### config.mk
export PLATFORM = sky130hd
export DESIGN_NAME = instr_issue_queue
export DESIGN_NICKNAME = d
export VERILOG_FILES = /design/src/rtl/instr_issue_queue.sv
export SDC_FILE = /design/constraint.sdc
export NUM_CORES = 1
export LEC_CHECK = 0
export CAP_MARGIN = 5
export CORE_ASPECT_RATIO = 0.9
export CORE_MARGIN = 3
export CORE_UTILIZATION = 56
export DETAILED_ROUTE_END_ITERATION = 16
export DONT_BUFFER_PORTS = 1
export HOLD_SLACK_MARGIN = 0.15
export PLACE_DENSITY = 0.7
export SLEW_MARGIN = 20
export SYNTH_ARGS = -nofsm -noshare
export SYNTH_HDL_FRONTEND = slang
export SYNTH_SLANG_ARGS = --single-unit
### constraint.sdc
create_clock -name clk -period 6.2 [get_ports clk]
set_input_delay 1.24 -clock clk [delete_from_list [all_inputs] [get_ports clk]]
set_output_delay 1.24 -clock clk [all_outputs]
set_load 0.1 [all_outputs]
### src/rtl/instr_issue_queue.sv
// Dual-issue instruction queue between fetch and decode.
// Optional stall counter: define IQ_PERF_COUNTER_EN.
module instr_issue_queue #(
  parameter int DATA_WIDTH = 32,
  parameter int DEPTH      = 8
) (
  input  logic                    clk,
  input  logic                    rst,
  input  logic                    flush,
  input  logic [DATA_WIDTH-1:0]   InstrA,
  input  logic [DATA_WIDTH-1:0]   InstrB,
  input  logic                    FetchValid,
  output logic                    PCSrc,
  output logic                    IncrSrc,
  input  logic [1:0]              DecTake,
  output logic [DATA_WIDTH-1:0]   IssueA,
  output logic [DATA_WIDTH-1:0]   IssueB,
  output logic                    IssueValidA,
  output logic                    IssueValidB,
  output logic [$clog2(DEPTH):0]  Count,
  output logic [31:0]             StallCycles
);

  localparam int AW = $clog2(DEPTH);
  localparam int CW = AW + 1;
  localparam logic [CW-1:0] C_FULL = CW'(DEPTH);
  localparam logic [CW-1:0] C_ONE  = CW'(DEPTH - 1);

  logic [DATA_WIDTH-1:0] r_mem [DEPTH];
  logic [AW-1:0]         r_head;
  logic [AW-1:0]         r_tail;
  logic [CW-1:0]         r_count;

  logic          w_full;
  logic          w_one;
  logic [1:0]    w_push;
  logic [1:0]    w_take;
  logic [1:0]    w_pop;
  logic [CW-1:0] w_cnt_nxt;
  logic [AW-1:0] w_tail1;
  logic [AW-1:0] w_head1;

  assign w_full  = (r_count == C_FULL);
  assign w_one   = (r_count == C_ONE);
  assign w_tail1 = r_tail + AW'(1);
  assign w_head1 = r_head + AW'(1);

  // Fetch control depends only on registered
  // Count and flush, never on DecTake.
  always_comb begin
    w_push  = 2'd0;
    PCSrc   = 1'b0;
    IncrSrc = 1'b1;
    unique case (1'b1)
      flush: begin
        w_push = 2'd0;
      end
      (!flush && w_full): begin
        PCSrc   = 1'b1;
        IncrSrc = 1'b0;
      end
      (!flush && w_one): begin
        IncrSrc = 1'b0;
        w_push  = FetchValid ? 2'd1 : 2'd0;
      end
      (!flush && !w_full && !w_one): begin
        w_push = FetchValid ? 2'd2 : 2'd0;
      end
      default: w_push = 2'd0;
    endcase
  end

  always_comb begin
    w_take = (DecTake == 2'd3) ? 2'd2 : DecTake;
    w_pop  = 2'd0;
    if (!flush) begin
      // Count below the request means Count is 0 or 1.
      w_pop = (r_count < CW'(w_take)) ? r_count[1:0]
                                      : w_take;
    end
    w_cnt_nxt = r_count + CW'(w_push) - CW'(w_pop);
  end

  always_ff @(posedge clk) begin
    if (rst || flush) begin
      r_head  <= '0;
      r_tail  <= '0;
      r_count <= '0;
    end else begin
      r_head  <= r_head + AW'(w_pop);
      r_tail  <= r_tail + AW'(w_push);
      r_count <= w_cnt_nxt;
    end
  end

  // Storage is not reset; validity lives in r_count.
  always_ff @(posedge clk) begin
    if (!rst && w_push != 2'd0)
      r_mem[r_tail] <= InstrA;
    if (!rst && w_push == 2'd2)
      r_mem[w_tail1] <= InstrB;
  end

  assign IssueA      = r_mem[r_head];
  assign IssueB      = r_mem[w_head1];
  assign IssueValidA = (r_count != '0);
  assign IssueValidB = (r_count >= CW'(2));
  assign Count       = r_count;

`ifdef IQ_PERF_COUNTER_EN
  logic [31:0] r_stall;

  always_ff @(posedge clk) begin
    if (rst)
      r_stall <= '0;
    else if (PCSrc && r_stall != 32'hFFFF_FFFF)
      r_stall <= r_stall + 32'd1;
  end

  assign StallCycles = r_stall;
`else
  assign StallCycles = 32'd0;
`endif

endmodule

=== Yosys cells after proc, flatten, opt, wreduce, memory -nomap -nowiden ===
Memory sizes are Yosys's and may differ from the RTL's. A register that Yosys moved wholly into a read port is not among the register bits.
Cells that the tools add are included.

* Memory bits (writable): 256
* Logic and storage cells: 43
* Memories kept: 1
* Register bits: 10
* Bits of input ports: 70

{| class="wikitable"
|+ Memory list
! memory !! depth !! bits a word !! rd ports !! clocked after memory_dff !! write ports !! RTL line !! source
|-
| r_mem || 8 || 32 || 2 || 1 || 2 || 29 || <nowiki>logic [DATA_WIDTH-1:0] r_mem [DEPTH];</nowiki>
|}

* Equality and inequality tests: 4
* Reductions and logical operators: 14
* Order comparisons: 2
* $add $sub $neg: 6
* Multiplexer cells: 13

{| class="wikitable"
|+ Operators by type and width
! cell !! count
|-
| 2-to-1 mux 2 bit || 4
|-
| 2-to-1 mux 1 bit || 7
|-
| adder 3 x 1 -> 3 bit (second input constant) || 2
|-
| adder 3 x 2 -> 3 bit || 2
|-
| logical AND 1 bit || 6
|-
| adder 4 x 2 -> 4 bit || 1
|-
| == test 2 bit (second input constant) || 2
|-
| == test 4 x 3 -> 1 bit (second input constant) || 1
|-
| == test 4 bit (second input constant) || 1
|-
| greater-or-equal comparator 4 x 2 -> 1 bit (second input constant) || 1
|-
| logical NOT 1 bit || 4
|-
| less-than comparator 4 x 2 -> 1 bit || 1
|-
| one-hot mux 2 bit (2 select lines) || 1
|-
| nonzero test 4 bit || 1
|-
| subtractor 4 x 2 -> 4 bit || 1
|-
| 2-to-1 mux 3 bit || 1
|-
| nonzero test 2 bit || 1
|-
| OR reduction 2 bit || 1
|-
| logical OR 1 bit || 1
|}

=== Longest topological paths before layout ===
Gate-level depths: netlist of the first run.

* Depth in word-level cells: 9
* Mapped depth: 13
* Gate-level depth less buffers: 13

=== Least setup slack after synthesis of the first run ===
Ideal clock, no wire load.

* Path kind: flip-flop to flip-flop
* Start: reg r_count[3] (netlist: Count[3])
* End: mem r_mem[4][0] (enable)
* Data required time: 5.726 ns
* Arrival: 4.583 ns
* Path buffers: 0
* Path slack: 1.142 ns
* Cell stages (with the launch flop): 7
* Setup time: 0.474 ns
* Clock period less this slack: 5.058 ns
* Path through: dfxtp_1 inv_1 ha_1 a31oi_1 nand2_1 or2_2 a221oi_1

{| class="wikitable"
|+ RTL lines
! what !! RTL line !! source
|-
| from (decl) || 32 || <nowiki>logic [CW-1:0] r_count;</nowiki>
|-
| from (signal assigned) || 92 || <nowiki>r_count <= w_cnt_nxt;</nowiki>
|-
| to (decl) || 29 ||
|}

=== Worst setup path after layout of the first run ===
* Start: reg r_count[2] (netlist: Count[2])
* End: out IssueValidA

* Word-level cells in the longest chain between the ends: 1

{| class="wikitable"
|+ RTL lines
! what !! RTL line !! source
|-
| nonzero test 4 bit || 106 || <nowiki>assign IssueValidA = (r_count != '0);</nowiki>
|-
| to (decl) || 18 || <nowiki>output logic IssueValidA,</nowiki>
|}

No other way between the ends.

==> impl_results.md, run 1 <==
* Share of the synthesized area in the top cell type at 47.9%
* CTS tree: done
* Critical register-to-register path endpoint: r_mem[4][25]
* Outcome: completed
* Slew @ Worst Pin at 1100 ps
* CTS resizes at 0
* Quantity of I/O buffers inserted on ports at 0
* Non-filler instance count after layout at 1294
* Post-route minimum period at 4580 ps
* Type of element capturing the critical path: output pin
* Synth warnings at 0
* Wire length of the first global-routing pass at 58.0 mm
* Die width at 184 microns
* Max-cap violations at 0
* Required arrival time at the worst endpoint at 4960 ps
* Root buffer cell: sky130_fd_sc_hd__clkbuf_16
* Largest net degree at the start of global routing at 130
* Number of rows created at floorplan at 58
* Total Die Area at 30700 sq um
* Kind of critical path: register to output pin
* Clk sinks at 266
* Area of the core at 28100 sq um
* Max frequency at 218 MHz
* Starting DRC count in detailed routing at 925
* Logic depth of the worst setup path including buffers at 4
* CTS buffer count at 29
* Share of the yosys chip area belonging to registers at 49.2%
* Slowest stage delay, CP at 1020 ps
* Post-CTS Repair Setup Buffers at 0
* Vias in the first global route at 9210
* Syn-to-layout area delta at 7.03%
* Post-detailed-route via-to-cell ratio at 6.76
* Die Height at 167 microns
* Overall global routing resource usage at 24.9%
* Final estimated routing congestion in global placement at 0.854
* Via count at 8753
* Detailed-route wire length per cell at 29.7 microns
* Number of cells traversed by the worst register-to-register path at 7
* Antenna-violating nets left at 0
* Skew final at 21.4 ps
* Flip-flop and latch count after synthesis at 266
* H-tree level count at 1
* Distinct cells, synth at 44
* Leakage at 5.34 nW
* Portion of the clock cycle consumed by the worst path in the final layout at 73.9%
* CP Buf/Inv Count at 1
* Worst R2R Start: Count[3]
* CP Launch Type: register
* Power density over the cells at 277 nW/um^2
* Total wire length at 38.4 mm
* Synth Area per Inst at 17.4 sq um
* Beginning of the critical path: Count[2]
* Cell area after technology mapping at 16000 sq um
* Setup Viol. Count Final at 0
* Fill cell instance count of the final layout at 1978
* Synth area leaders: sky130_fd_sc_hd__edfxtp_1 48%, sky130_fd_sc_hd__mux4_2 18%, sky130_fd_sc_hd__mux2_2 16%, sky130_fd_sc_hd__mux2_1 4.1%, sky130_fd_sc_hd__mux2_4 2.5%
* Final slew viol count at 0
* Initial core utilization at 57.1%
* Layout cell share with drive strength beyond 1 at 51.7%
* Antenna violations before repair at 0
* Headroom to the max-slew limit at 26.7%
* Number of nets in the layout at 999
* Number of hold buffers added after CTS at 0
* Boundary Pins at 174
* Worst voltage drop across the vdd grid at 0.499 mV
* Inserted Diodes at 0
* R2R setup slack at 2100 ps
* Clock Tree Buf Depth at 3
* Last element of the critical path: IssueValidA
* Final hold viol count at 0
* Worst hold path class: register to register
* DRC Markers at 0
* Cell chain of the critical path: inv_1 -> ha_1 -> nand2_1 -> or2_2
* Worst path top cell family by delay: simple AND/OR/NAND/NOR gates
* Cell count after synthesis at 923
* Number of cells after detailed placement at 1240
* Crit path max fanout at 3
* Data arrival time of the critical path at 3340 ps
* Post-synth top area cell: sky130_fd_sc_hd__edfxtp_1
* GR Overflow Total at 0
* Clock latency at the later pin of the worst-skew pair at 550 ps
* Setup repair after global routing missed its margin: no
* Summed negative setup slack over all endpoints at 0 ps
* Drt first pass iters at 5
* HPWL after DPL at 22.9 mm
* Cell with the biggest individual delay on the critical path: sky130_fd_sc_hd__dfxtp_1
* Clock-pin slew on the worst setup and hold paths at 60 ps
Yosys cell counts (all sizes together):
master and count:
xor2 3, conb 1, nor2 17, fa 4
a2bb2oi 2, and3 1, mux2 320, a221oi 4
nand3 10, xnor2 4, o32ai 2, dfxtp 10
nor2b 2, and2 5, or2 5, clkbuf 12
nor3 2, buf 84, a21oi 6, nand2 7
inv 13, mux2i 2, nand2b 2, mux4 128
or3b 2, a21o 1, nor3b 2, a31oi 2
ha 12, o22ai 2, edfxtp 256
where the power goes:
part / switching [W] / internal [W] / total, W / leakage [nW]
logic: 0.000805 / 0.000301 / 0.00111 / 2.52
clock network: 0.000683 / 0.000890 / 0.00157 / 0.419
registers: 0.0000641 / 0.00201 / 0.00208 / 2.39
how the worst min path moves through the flow:
stage | from | endpoint | slack [ps] | cells past startpoint
after floorplan | r_tail[0] | r_tail[0] | 580 | 2
after global placement | r_tail[1] | r_tail[1] | 770 | 3
after detailed placement | r_tail[1] | r_tail[1] | 790 | 3
after CTS | r_tail[1] | r_tail[1] | 800 | 3
after global routing | InstrB[8] | r_mem[5][8] | 870 | 1
final | r_tail[1] | r_tail[1] | 830 | 3
logic make-up after synthesis:
| family | share of synthesized area (%) |
|---|---|
| multiplexers | 41.2 |
| flip-flops | 49.2 |
| buffers and inverters | 4.58 |
| AND/OR/NAND/NOR | 2.42 |
| AO/OA/AOI/OAI | 0.827 |
| adder cells (fa/ha/maj) | 1.43 |
| XOR/XNOR | 0.382 |
| other | 0.0234 |
area by class of cell:
| cell class | instances | area (sq um) | share of cell area (%) |
|---|---|---|---|
| Sequential cell | 266 | 7900 | 46.0 |
| Multi-Input combinational cell | 579 | 7710 | 44.9 |
| Clock buffer | 34 | 744 | 4.33 |
| Tap cell | 360 | 450 | 2.62 |
| Timing Repair Buffer | 24 | 220 | 1.28 |
| Clock inverter | 18 | 105 | 0.612 |
| Inverter | 13 | 48.8 | 0.284 |
worst reg2reg max path: stages (launching register included):
cell and delay, ps:
sky130_fd_sc_hd__dfxtp_1 980, sky130_fd_sc_hd__inv_1 210, sky130_fd_sc_hd__ha_1 290, sky130_fd_sc_hd__a31oi_1 290, sky130_fd_sc_hd__nand2_1 220, sky130_fd_sc_hd__or2_2 390
sky130_fd_sc_hd__a221oi_4 860, sky130_fd_sc_hd__buf_4 510
per-layer routing:
layer  global-route usage [%]  share of wire, %
met5                        0                 0
met1                     34.7                41
met4                     4.83               1.5
met2                     41.0                50
met3                     5.55               7.9
through the flow:
stage | hold WS, ps | total power, W | instance area [sq um] | setup slack [ps] | util [%]
2_1_floorplan | 578 | 0.00311 | 16200 | 1140 | -
5_1_grt | 870 | 0.00491 | 17200 | 1480 | 61.2
4_1_cts | 802 | 0.00478 | 17100 | 1600 | 61.0
6_report | 827 | 0.00476 | 17200 | 1620 | 61.2
3_3_place_gp | 768 | 0.00320 | 16300 | 2160 | 58.0
3_5_place_dp | 788 | 0.00322 | 16300 | 2110 | 58.0
placed cells by master, fill, tap and decap left out, types with 5 or more instances in the layout:
cell type and n:
sky130_fd_sc_hd__mux2_4 27, sky130_fd_sc_hd__and2_1 5, sky130_fd_sc_hd__clkinv_1 11, sky130_fd_sc_hd__nand2_1 7
sky130_fd_sc_hd__mux2_1 58, sky130_fd_sc_hd__conb_1 32, sky130_fd_sc_hd__clkinv_2 5, sky130_fd_sc_hd__a21oi_1 6
sky130_fd_sc_hd__edfxtp_1 256, sky130_fd_sc_hd__dfxtp_1 7, sky130_fd_sc_hd__nor2_1 10, sky130_fd_sc_hd__ha_1 11
sky130_fd_sc_hd__clkbuf_16 29, sky130_fd_sc_hd__nand3_1 6, sky130_fd_sc_hd__mux2_2 235, sky130_fd_sc_hd__inv_1 13
sky130_fd_sc_hd__buf_4 21, sky130_fd_sc_hd__clkbuf_1 5, sky130_fd_sc_hd__mux4_2 128, sky130_fd_sc_hd__nor2_4 6
sequential cells by signal, indices dropped and copies added, names as in the netlist:
register	flops
r_tail	3
Count	4
r_head	3
r_mem	256
Power figures use the tool's default switching activity.
==> run 2, diff against run 1 <==
- clock period: 6.2 -> 4.67 ns (I/O delays scaled with it)
==> run 2 against run 1 <==
Against the previous run: design area increased by 0.95%; register-to-register slack worse by 730 ps; power increased by 35%; utilization rose by 0.58 points.
==> impl_results.md, run 2 (synthesis gave the netlist of run 1 again) <==
* Register ranked first by flip-flop count: r_mem
* DRC Markers at 0
* Largest net degree at the start of global routing at 130
* Outcome: completed
* CTS tree: done
* Final slew viol count at 0
* Die Height at 167 microns
* Inserted Diodes at 0
* Layout cell share with drive strength beyond 1 at 52.4%
* Initial core utilization at 57.1%
* Setup repair after global routing missed its margin: no
* Final estimated routing congestion in global placement at 0.801
* Worst voltage drop across the vdd grid at 0.596 mV
* Number of rows created at floorplan at 58
* Wire length of the first global-routing pass at 60.4 mm
* Data arrival time of the critical path at 2840 ps
* Crit path max fanout at 64
* Portion of the clock cycle consumed by the worst path in the final layout at 80.8%
* Post-CTS Repair Setup Buffers at 0
* Power density over the cells at 369 nW/um^2
* Fill cell instance count of the final layout at 1984
* Clock latency at the later pin of the worst-skew pair at 540 ps
* Vias in the first global route at 9591
* Type of element capturing the critical path: output pin
* CTS buffer count at 28
* Max frequency at 265 MHz
* Number of hold buffers added after CTS at 0
* Via count at 8914
* Most common cell after layout, fill and taps aside: sky130_fd_sc_hd__edfxtp_1
* Detailed-route wire length per cell at 30.5 microns
* Last element of the critical path: IssueB[6]
* Antenna-violating nets left at 0
* Leakage at 5.43 nW
* Post-layout total power at 0.00640 W
* Antenna violations before repair at 0
* H-tree level count at 1
* Die width at 184 microns
* Slew @ Worst Pin at 1040 ps
* Total Die Area at 30700 sq um
* HPWL after DPL at 24.5 mm
* Clock network fraction of total power at 33.5%
* Beginning of the critical path: r_head[1]
* Root buffer cell: sky130_fd_sc_hd__clkbuf_16
* Post-detailed-route via-to-cell ratio at 6.81
* Combinational share of power at 24.3%
* Switching power as a share of total power at 32.2%
* Boundary Pins at 174
* Clock Tree Buf Depth at 3
* Quantity of I/O buffers inserted on ports at 0
* Cell with the biggest individual delay on the critical path: sky130_fd_sc_hd__ha_4
* Clk sinks at 266
* Worst R2R Start: Count[2]
* R2R setup slack at 1370 ps
* Post-route minimum period at 3770 ps
* Power dissipated by switching net loads at 0.00206 W
* Number of flip-flops in the largest register at 256
* Required arrival time at the worst endpoint at 3740 ps
* Area of the core at 28100 sq um
* Headroom to the max-slew limit at 30.9%
* Number of cells traversed by the worst register-to-register path at 8
* Starting DRC count in detailed routing at 790
* Final hold viol count at 0
* Slowest stage delay, CP at 950 ps
* Total wire length at 39.9 mm
* Summed negative setup slack over all endpoints at 0 ps
* Kind of critical path: register to output pin
* GR Overflow Total at 0
* Setup Viol. Count Final at 0
* Critical register-to-register path endpoint: r_mem[5][18]
* CP Launch Type: register
* Worst hold path class: input port to register
* Overall global routing resource usage at 26.1%
* Max-cap violations at 0
* Number of nets in the layout at 1013
* Skew final at 5.13 ps
* Highest-count cells in the layout ignoring fill and taps: 256 x sky130_fd_sc_hd__edfxtp_1, 235 x sky130_fd_sc_hd__mux2_2, 128 x sky130_fd_sc_hd__mux4_2
* Cell Int Power at 0.00434 W
* Relative contribution of sequential cells to total power at 42.1%
* Number of cells on the worst hold path at 1
* Syn-to-layout area delta at 8.05%
* Drt first pass iters at 5
* Cell chain of the critical path: ha_4 -> mux4_2 -> mux2_2
* CTS resizes at 0
* Clock-pin slew on the worst setup and hold paths at 60 ps
## run 2: worst max-delay path, delay by kind of cell (launching register included)
kind / cells / cell delay (ps)
muxes: 2 / 950
adders and majority gates: 1 / 950
DFF: 1 / 360
## run 2: how the worst min path moves through the flow
stage	slack, ps	from	to
detailed placement	760	Count[3]	Count[3]
floorplan	580	r_tail[0]	r_tail[0]
CTS	580	InstrA[8]	r_mem[6][8]
global placement	710	Count[3]	Count[3]
global route	580	InstrB[2]	r_mem[5][2]
finish	600	InstrB[25]	r_mem[1][25]
## run 2: cell type report
class	count	area, sq um	share of cell area [%]
Clock buffer	42	774	4.47
Tap cell	360	450	2.60
Inverter	13	48.8	0.281
Sequential cell	266	7900	45.5
Clock inverter	10	95.1	0.548
Multi-Input combinational cell	579	7710	44.5
Timing Repair Buffer	39	363	2.09
## run 2: power by group through the flow
stage | Sequential (W) | Clock, W | Combinational (W)
CTS | 0.00270 | 0.00218 | 0.00156
global route | 0.00270 | 0.00227 | 0.00163
global placement | 0.00274 | 0 | 0.00154
finish | 0.00270 | 0.00215 | 0.00156
detailed placement | 0.00275 | 0 | 0.00156
floorplan | 0.00280 | 0 | 0.00133
## run 2: through the flow
step,worst slack [ps],utilization [%],cell area [sq um],hold WS (ps),cells
floorplan,-388,-,16200,578,954
global placement,1220,58.6,16500,715,1256
detailed placement,1130,58.6,16500,760,1256
CTS,847,61.7,17300,576,1308
global route,815,61.7,17300,579,1309
finish,897,61.7,17300,596,1309
## run 2: layer usage
layer,global-route usage [%],wire (microns),up-vias
met5,0,0,-
met4,5.65,813,0
met3,6.31,3600,54
met2,44.4,20100,395
met1,34.4,15500,4731
li1,-,-,3734
==> run 3, diff against run 2 <==
- clock period: 4.67 -> 4 ns (I/O delays scaled with it)
==> run 3 against run 2 <==
Against the previous run: sequential cell count stayed put; via count is 2.7% lower; sequential power is 17% higher; combinational power is 16% higher; register-to-register slack worse by 420 ps; first-iteration DRC count is 4.3% lower; worst setup slack worse by 570 ps; sequential share of layout area is 0.29 points lower; critical path type unchanged.
==> impl_results.md, run 3 (synthesis gave the netlist of run 1 again) <==
* Outcome: completed
* Final estimated routing congestion in global placement at 0.795
* Largest net degree at the start of global routing at 86
* Initial core utilization at 57.1%
* Final hold viol count at 0
* CP Launch Type: register
* Crit path max fanout at 85
* Skew final at 8.04 ps
* Type of element capturing the critical path: output pin
* Max-cap violations at 0
* Final slew viol count at 0
* Area of the core at 28100 sq um
* Beginning of the critical path: r_head[0]
* Starting DRC count in detailed routing at 756
* H-tree level count at 1
* Die Height at 167 microns
* Register ranked first by flip-flop count: r_mem
* Top sig layer: met4
* DRT met1 WL at 15.1 mm
* Most common cell after layout, fill and taps aside: sky130_fd_sc_hd__edfxtp_1
* Setup slack after placement at 686 ps
* Wire length of the first global-routing pass at 58.4 mm
* Portion of the clock cycle consumed by the worst path in the final layout at 91.7%
* Quantity of I/O buffers inserted on ports at 0
* Slew @ Worst Pin at 807 ps
* DRC Markers at 0
* GR Overflow Total at 0
* Hold Startpoint: InstrA[9]
* Via count at 8669
* Number of flip-flops in the largest register at 256
* Antenna violations before repair at 0
* Boundary Pins at 174
* Die width at 184 microns
* Clk sinks at 266
* Clock-pin slew on the worst setup and hold paths at 60 ps
* Leakage at 5.47 nW
* Met2 layer wire length in the routed design at 20.0 mm
* Headroom to the max-slew limit at 46.1%
* Inserted Diodes at 0
* Vias in the first global route at 9477
* Antenna-violating nets left at 0
* Total wire length at 38.7 mm
* Detailed-route wire length per cell at 29.5 microns
* CTS buffer count at 29
* Clock Tree Buf Depth at 3
* Final setup slack of the worst path at 330 ps
* Power density over the cells at 433 nW/um^2
* Data arrival time of the critical path at 2870 ps
* Worst R2R Start: r_tail[0]
* Syn-to-layout area delta at 8.73%
* Max frequency at 273 MHz
* Highest-count cells in the layout ignoring fill and taps: 256 x sky130_fd_sc_hd__edfxtp_1, 235 x sky130_fd_sc_hd__mux2_2, 128 x sky130_fd_sc_hd__mux4_2
* Total Die Area at 30700 sq um
* Setup repair after global routing missed its margin: no
* Root buffer cell: sky130_fd_sc_hd__clkbuf_16
* Clock latency at the later pin of the worst-skew pair at 540 ps
* Post-detailed-route via-to-cell ratio at 6.61
* CTS resizes at 0
* Layout cell share with drive strength beyond 1 at 52.8%
* Worst voltage drop across the vdd grid at 0.507 mV
* Worst hold path class: input port to register
* Summed negative setup slack over all endpoints at 0 ps
* Kind of critical path: register to output pin
* Setup Viol. Count Final at 0
* Number of rows created at floorplan at 58
* Post-CTS Repair Setup Buffers at 0
* Post-route minimum period at 3670 ps
* Overall global routing resource usage at 25.2%
* Number of hold buffers added after CTS at 0
* Met3 wirelength from detailed routing at 2.91 mm
* CTS tree: done
* HPWL after DPL at 24.1 mm
* Drt first pass iters at 5
* Number of nets in the layout at 1015
* Required arrival time at the worst endpoint at 3200 ps
run 3: changes by cell type in the layout (fill, tap and decap cells not counted):
cell,previous run,this run
sky130_fd_sc_hd__buf_12,5,10
sky130_fd_sc_hd__buf_4,33,30
sky130_fd_sc_hd__inv_6,0,1
sky130_fd_sc_hd__clkinv_1,4,3
sky130_fd_sc_hd__bufinv_16,2,3
sky130_fd_sc_hd__clkinv_2,4,5
sky130_fd_sc_hd__clkbuf_1,13,11
sky130_fd_sc_hd__buf_8,1,0
sky130_fd_sc_hd__clkinvlp_4,0,2
run 3: path summary, 6_finish.rpt:
path             endpoint  slack, ps  cells after the start
max reg2reg  r_mem[0][14]        950                      6
min           r_mem[6][9]        460                      1
max            IssueB[24]        330                      3
min reg2reg     r_head[2]        740                      2
run 3: power by group:
part,leakage [nW],switching (W),internal (W)
Combinational,2.63,0.00132,0.000494
Clock,0.442,0.00106,0.00153
Sequential,2.39,0.0000387,0.00312
run 3: final cells by class:
type                            instances  area (sq um)
Clock buffer                           40           767
Clock inverter                         14           150
Fill cell                            2007         10600
Inverter                               13          48.8
Multi-Input combinational cell        579          7710
Sequential cell                       266          7900
Tap cell                              360           450
Timing Repair Buffer                   40           425
run 3: metrics by stage:
stage	util (%)	hold slack, ps	instances	cell area, sq um	total power, W
after floorplan	-	578	954	16200	0.00483
after global placement	58.9	704	1258	16500	0.00500
after detailed placement	58.9	734	1258	16500	0.00503
after CTS	62.1	435	1312	17400	0.00761
after global routing	62.1	440	1312	17400	0.00780
final	62.1	456	1312	17400	0.00756
run 3: per-layer routing:
layer | vias to the layer above | GRT usage [%]
met2 | 334 | 43.7
li1 | 3735 | -
met4 | 0 | 5.13
met1 | 4543 | 33.1
met3 | 57 | 5.37
met5 | - | 0
run 3: worst max-delay path: stages, from the launching register on:
cell	delay (ps)
sky130_fd_sc_hd__dfxtp_4	600
sky130_fd_sc_hd__buf_12	460
sky130_fd_sc_hd__mux4_2	610
sky130_fd_sc_hd__mux2_2	510
